### src/rtl/seq_slice_adder.sv
// -----------------------------------------------------------------------------
// seq_slice_adder
//
// Purpose:
//   A multi-cycle ripple-carry adder. It adds two WIDTH-bit operands SLICE bits
//   per clock and keeps the inter-slice carry in a register. Operands arrive on
//   a valid/ready handshake. The result (sum, carry-out, signed overflow) leaves
//   on a second valid/ready handshake. It sits between the operand capture logic
//   and the result display.
//
// Parameters:
//   WIDTH  operand and sum width. Must be a multiple of SLICE.
//   SLICE  bits added per clock. NSLICE = WIDTH/SLICE must be at least 1.
//
// Optional feature (compile-time macro):
//   SEQ_ADD_SUB_EN  When defined, the port `sub` exists and is latched with
//                   the operands. With sub=1 the block computes a - b - cin by
//                   adding ~b with carry-in ~cin. In that case cout=1 means
//                   "no borrow". When undefined, the block only adds.
//
// Ports:
//   Clock      in   1      system clock, rising edge
//   Resetn     in   1      asynchronous active-low reset
//   in_valid   in   1      operands valid
//   in_ready   out  1      block can accept operands (IDLE only)
//   a, b       in   WIDTH  operands
//   cin        in   1      carry-in to bit 0
//   sub        in   1      (SEQ_ADD_SUB_EN only) 1 = subtract
//   out_valid  out  1      result valid (DONE)
//   out_ready  in   1      consumer takes the result
//   sum        out  WIDTH  result
//   cout       out  1      carry out of the MSB
//   ovf        out  1      signed overflow (carry into MSB XOR cout)
//   busy       out  1      high in RUN or DONE
//
// Timing:
//   If operands are accepted on edge k, out_valid rises after edge k+NSLICE.
//   The block returns to IDLE on the output handshake edge. It does not accept
//   new operands on that same edge, so one result takes at least NSLICE+2 cycles.
// -----------------------------------------------------------------------------
module seq_slice_adder #(
  parameter int WIDTH = 16,
  parameter int SLICE = 4
) (
  input  logic             Clock,
  input  logic             Resetn,
  input  logic             in_valid,
  output logic             in_ready,
  input  logic [WIDTH-1:0] a,
  input  logic [WIDTH-1:0] b,
  input  logic             cin,
`ifdef SEQ_ADD_SUB_EN
  input  logic             sub,
`endif
  output logic             out_valid,
  input  logic             out_ready,
  output logic [WIDTH-1:0] sum,
  output logic             cout,
  output logic             ovf,
  output logic             busy
);

  localparam int NSLICE = WIDTH / SLICE;
  // A 1-bit index is used even when NSLICE == 1, so the index register always
  // has a legal width.
  localparam int IDXW = (NSLICE > 1) ? $clog2(NSLICE) : 1;
  localparam logic [IDXW-1:0] LAST_IDX = IDXW'(NSLICE - 1);

  typedef enum logic [1:0] {
    IDLE = 2'd0,
    RUN  = 2'd1,
    DONE = 2'd2
  } state_t;

  state_t            state_q;
  logic [WIDTH-1:0]  a_q;
  logic [WIDTH-1:0]  b_q;        // effective B: already inverted when subtracting
  logic              carry_q;    // carry into the slice at idx_q
  logic [IDXW-1:0]   idx_q;
  logic [WIDTH-1:0]  sum_q;
  logic [WIDTH-1:0]  sum_d;
  logic              cout_q;
  logic              ovf_q;
  logic              out_valid_q;
  logic              busy_q;
  logic              in_ready_q;

  // ---------------------------------------------------------------------------
  // Operand conditioning at capture time.
  // Subtraction is folded into the latched operands. The slice datapath
  // therefore only ever adds.
  // ---------------------------------------------------------------------------
  logic [WIDTH-1:0] b_eff;
  logic             cin_eff;

`ifdef SEQ_ADD_SUB_EN
  always_comb begin
    b_eff   = sub ? ~b   : b;
    cin_eff = sub ? ~cin : cin;
  end
`else
  always_comb begin
    b_eff   = b;
    cin_eff = cin;
  end
`endif

  // ---------------------------------------------------------------------------
  // Slice views of the latched operands.
  // ---------------------------------------------------------------------------
  logic [SLICE-1:0] a_sl [NSLICE];
  logic [SLICE-1:0] b_sl [NSLICE];

  generate
    for (genvar gi = 0; gi < NSLICE; gi++) begin : g_slice
      assign a_sl[gi] = a_q[gi*SLICE +: SLICE];
      assign b_sl[gi] = b_q[gi*SLICE +: SLICE];
    end
  endgenerate

  // ---------------------------------------------------------------------------
  // One slice adder, shared across all slices in time.
  // ---------------------------------------------------------------------------
  logic [SLICE-1:0] a_cur;
  logic [SLICE-1:0] b_cur;
  logic [SLICE:0]   slice_res;   // {slice carry-out, slice sum}
  logic             c_into_msb;
  logic             ovf_d;

  always_comb begin
    a_cur     = a_sl[idx_q];
    b_cur     = b_sl[idx_q];
    slice_res = {1'b0, a_cur} + {1'b0, b_cur} + {{SLICE{1'b0}}, carry_q};
    // The slice sum bit equals a ^ b ^ carry-in at that bit position.
    // Solving for the carry-in recovers the carry into the operand MSB
    // when the last slice is active.
    c_into_msb = a_cur[SLICE-1] ^ b_cur[SLICE-1] ^ slice_res[SLICE-1];
    ovf_d      = c_into_msb ^ slice_res[SLICE];
  end

  // Merge the freshly computed slice into the running sum.
  always_comb begin
    sum_d = sum_q;
    if (state_q == RUN) begin
      sum_d[idx_q*SLICE +: SLICE] = slice_res[SLICE-1:0];
    end
  end

  // ---------------------------------------------------------------------------
  // Control FSM. All outputs are registered.
  // ---------------------------------------------------------------------------
  always_ff @(posedge Clock or negedge Resetn) begin
    if (!Resetn) begin
      state_q     <= IDLE;
      a_q         <= '0;
      b_q         <= '0;
      carry_q     <= 1'b0;
      idx_q       <= '0;
      sum_q       <= '0;
      cout_q      <= 1'b0;
      ovf_q       <= 1'b0;
      out_valid_q <= 1'b0;
      busy_q      <= 1'b0;
      in_ready_q  <= 1'b1;
    end else begin
      case (state_q)
        IDLE: begin
          if (in_valid && in_ready_q) begin
            a_q        <= a;
            b_q        <= b_eff;
            carry_q    <= cin_eff;
            idx_q      <= '0;
            in_ready_q <= 1'b0;
            busy_q     <= 1'b1;
            state_q    <= RUN;
          end
        end

        RUN: begin
          sum_q   <= sum_d;
          carry_q <= slice_res[SLICE];
          if (idx_q == LAST_IDX) begin
            cout_q      <= slice_res[SLICE];
            ovf_q       <= ovf_d;
            out_valid_q <= 1'b1;
            state_q     <= DONE;
          end else begin
            idx_q <= idx_q + 1'b1;
          end
        end

        DONE: begin
          // Results are held until the consumer takes them. The return to
          // IDLE deliberately does not also accept new operands.
          if (out_ready) begin
            out_valid_q <= 1'b0;
            busy_q      <= 1'b0;
            in_ready_q  <= 1'b1;
            state_q     <= IDLE;
          end
        end

        default: begin
          state_q     <= IDLE;
          out_valid_q <= 1'b0;
          busy_q      <= 1'b0;
          in_ready_q  <= 1'b1;
        end
      endcase
    end
  end

  assign in_ready  = in_ready_q;
  assign out_valid = out_valid_q;
  assign sum       = sum_q;
  assign cout      = cout_q;
  assign ovf       = ovf_q;
  assign busy      = busy_q;

endmodule

### config.mk
export PLATFORM = sky130hd
export DESIGN_NAME = seq_slice_adder
export DESIGN_NICKNAME = d
export VERILOG_FILES = /design/src/rtl/seq_slice_adder.sv
export SDC_FILE = /design/constraint.sdc
export NUM_CORES = 1
export LEC_CHECK = 0
export BUFFER_PORTS_ARGS = -buffer_cell sky130_fd_sc_hd__buf_2
export CAP_MARGIN = 10
export CORE_MARGIN = 2
export CORE_UTILIZATION = 35
export CTS_BUF_LIST = sky130_fd_sc_hd__clkbuf_8
export DETAILED_ROUTE_END_ITERATION = 8
export HOLD_SLACK_MARGIN = 0.1
export PLACE_DENSITY = 0.67
export SYNTH_ARGS = -nofsm -noshare
export SYNTH_HDL_FRONTEND = slang
export SYNTH_SLANG_ARGS = --single-unit
### constraint.sdc
create_clock -name Clock -period 4.8 [get_ports Clock]
set_input_delay 0.24 -clock Clock [delete_from_list [all_inputs] [get_ports Clock]]
set_output_delay 0.24 -clock Clock [all_outputs]
set_load 0.03 [all_outputs]
==> out/qor.csv <==
stage,metric,value,unit
placed_design,io_buffers,57,
routing,wl_per_cell,15.15,um
timing,skew,0.004621,ns
routing,drc_errors,0,
worst_setup_path,crit_path_max_incr_delay,0.82,ns
final_layout,area_delta_synth_final,20.49,%
pwr,powerDensity,660.3,mW/mm^2
routing,via_per_inst,4.798,
pwr,seqPwrFrac,37.7,%
logic_synthesis,syn_nets,237,
timing,slew_headroom,50.27,%
clock_tree,cts_sinks,58,
global_routing,grt_pass1_wl,8970,um
logic_synthesis,synth_warnings,0,
final_layout,fin_nets,302,
worst_setup_path,critPathTopFamily,flip-flops,
pwr,switching_power,820.6,uW
timing,slew_viol_final,0,
min_path,worstHoldPathType,in -> reg,
pwr,irDropWorstVdd,0.0002693,V
worst_setup_path,critPathBufInv,0,
clock_tree,cts_buffers,9,
global_routing,grt_pass1_vias,1778,
die,row_count,32,
worst_setup_path,critPathRequiredTime,5.02,ns
clock_tree,cts_resized,0,
pwr,p_int,1375,uW
worst_setup_path,critPathLaunchType,register,
status,status,"finished, final reports clean",
logic_synthesis,syn-cell-area,0.002760,sq mm
timing,timing.hold.ws,0.1208,ns
die,fp.dieW,92.81,um
die,die_y,92.81,um
logic_synthesis,ys_ff_latch,58,
routing,vias,1732,
routing,drt-total-wl,5468,um
timing,setup_viol,0,
pwr,pwr-share-comb,43.3,%
clock_tree,holdBufCountCts,1,
worst_setup_path,crit_type,reg -> reg,
worst_setup_path,crit_path_end_kind,register,
placed_design,dp_hpwl,4048,um
timing,rsz0062_at_grt,no,
worst_setup_path,worstPathArrival,3.06,ns
worst_setup_path,critical_path.cell_chain,"mux4_2, fa_1, a21o_1, a21oi_1, xnor2_1, a22o_1",
final_layout,final_cell_mix,"57 x dfrtp_1, 57 x buf_2, 28 x mux2_4",
global_routing,grt_max_degree,59,
timing,post-route-min-period,2.837,ns
timing,setup_slack,1.963,ns
timing,clock.fmax,352.5,MHz
routing,drtAntennaViolNets,0,
logic_synthesis,seq_area_frac_synth,52.63,%
pwr,p_sw_share,37.37,%
clock_tree,tritoncts,built,
logic_synthesis,netlist_instances,189,
clock_tree,cts.htree.levels,3,
global_routing,grt_overflow_total,0,
final_layout,drive_gt1_share,45.56,%
die,core_area,0.007687,sq mm
final_layout,diodes,0,
logic_synthesis,synth.distinct_cells,30,
timing,tns,0,ns
placed_design,dp_slack,1.917,ns
clock_tree,clockRootBuffer,clkbuf_8,
logic_synthesis,synth_area_per_cell,14.60,sq um
die,die_area,0.008613,sq mm
die,start_util,35.90,%
clock_tree,cts_buffer_depth,2,
final_layout,fillers,735,
timing,tightest_slew,0.7459,ns
placed_design,globalplace.congestion,0.8163,
clock_tree,cts_setup_buffers,0,
pwr,leakagePower,0.001663,uW
pwr,pwr-share-clk,19.0,%
global_routing,antenna_found_initial,0,
timing,finalHoldViolCount,0,
clock_tree,clk_latency,0.33,ns
die,io_pins,58,
timing,period_share,59.11,%
worst_setup_path,path_max_fanout,16,
routing,drt_iter0_drc,69,
worst_setup_path,cp_slowest_cell,dfrtp_1,
clock_tree,clkTransAtPathRegs,0.06,ns
routing,drt_pass1_iterations,4,
job,max-cap-violations,0,
global_routing,grtUsageTotal,13.81,%
## cell usage after synthesis
library cell | instances | share of area (%)
buf_8 | 1 | 0.54
nor2_1 | 8 | 1.1
xor2_1 | 2 | 0.63
inv_1 | 8 | 1.1
nand2_1 | 13 | 1.8
mux4_2 | 8 | 6.5
mux2_4 | 28 | 15
o21ai_0 | 6 | 1.1
fa_1 | 2 | 1.5
nand2b_1 | 2 | 0.45
buf_2 | 1 | 0.18
ha_1 | 9 | 4.1
and3_1 | 2 | 0.45
nand3_1 | 1 | 0.18
o22a_1 | 1 | 0.32
a21oi_1 | 4 | 0.73
dfrtp_1 | 57 | 52
and2b_1 | 1 | 0.27
and4bb_1 | 1 | 0.45
clkbuf_1 | 1 | 0.14
buf_6 | 3 | 1.2
mux2_2 | 6 | 2.4
o31ai_1 | 2 | 0.54
xnor2_1 | 2 | 0.63
a21o_1 | 2 | 0.54
nor4_1 | 1 | 0.23
a22o_1 | 14 | 4.4
mux2i_1 | 1 | 0.36
dfstp_2 | 1 | 0.95
nor3b_1 | 1 | 0.27
## metal layers
metal	vias up	GRT usage (%)	wire length, um
li1	814	-	-
met1	866	17.86	2456
met2	50	21.26	2709
met3	2	5.533	286
met4	0	4.412	15
met5	-	0	0
## power groups by stage
stage | clock (uW) | combinational [uW] | sequential (uW)
after floorplan | 0 | 669 | 861
after global placement | 0 | 939 | 831
after detailed placement | 0 | 957 | 841
after CTS | 433 | 964 | 833
after global routing | 457 | 1030 | 859
final | 418 | 951 | 827
## worst register-to-register path, cell delays in order (launching register included)
cell	delay (ns)
dfrtp_1	0.82
mux4_2	0.61
fa_1	0.43
a21o_1	0.19
a21oi_1	0.24
xnor2_1	0.19
a22o_1	0.24
## registers in the layout (all words and copies together), names as in the netlist
register   count
a_q           16
b_q           16
sum           16
idx_q          2
state_q        2
busy           1
carry_q        1
cout           1
in_ready       1
out_valid      1
ovf            1
## path summary, 6_finish.rpt
path / from / endpoint / slack [ns] / cells past startpoint
setup / recovery: idx_q[0] / sum[7] / 1.96 / 6
hold / removal: out_ready / state_q[1] / 0.12 / 2
setup reg to reg: idx_q[0] / sum[7] / 1.96 / 6
hold reg to reg: busy / busy / 0.47 / 1
max in group asynchronous: Resetn / a_q[13] / 3.72 / 3
min in group asynchronous: Resetn / sum[4] / 0.59 / 3
## logic make-up (layout without fill, tap and decap cells)
| kind of cell | Yosys count | in the layout | share of synthesized area (%) |
|---|---|---|---|
| buffers and inverters | 14 | 84 | 3.173 |
| AOI/OAI and AO/OA | 29 | 29 | 7.661 |
| and+or+nand+nor | 30 | 30 | 5.168 |
| muxes | 43 | 43 | 24.57 |
| DFF | 58 | 58 | 52.63 |
| adders and majority gates | 11 | 11 | 5.531 |
| xor gates and xnor gates | 4 | 4 | 1.269 |
## stage by stage
stage / total power [uW] / instances / util [%] / instance area [sq um]
after CTS: 2230 / 361 / 43.26 / 3326
after global routing: 2349 / 361 / 43.26 / 3326
after detailed placement: 1799 / 344 / 40.72 / 3131
after floorplan: 1530 / 189 / - / 2760
final: 2196 / 361 / 43.26 / 3326
after global placement: 1771 / 344 / 40.72 / 3131
## cell type report
type | count | area [sq um] | area share [%]
Clock buffer | 9 | 123.9 | 3.725
Clock inverter | 7 | 61.31 | 1.843
Multi-Input combinational cell | 117 | 1220 | 36.68
Tap cell | 102 | 127.6 | 3.837
Timing Repair Buffer | 60 | 310.3 | 9.330
Inverter | 8 | 30.03 | 0.9029
Sequential cell | 58 | 1453 | 43.68
Power figures use the tool's default switching activity.
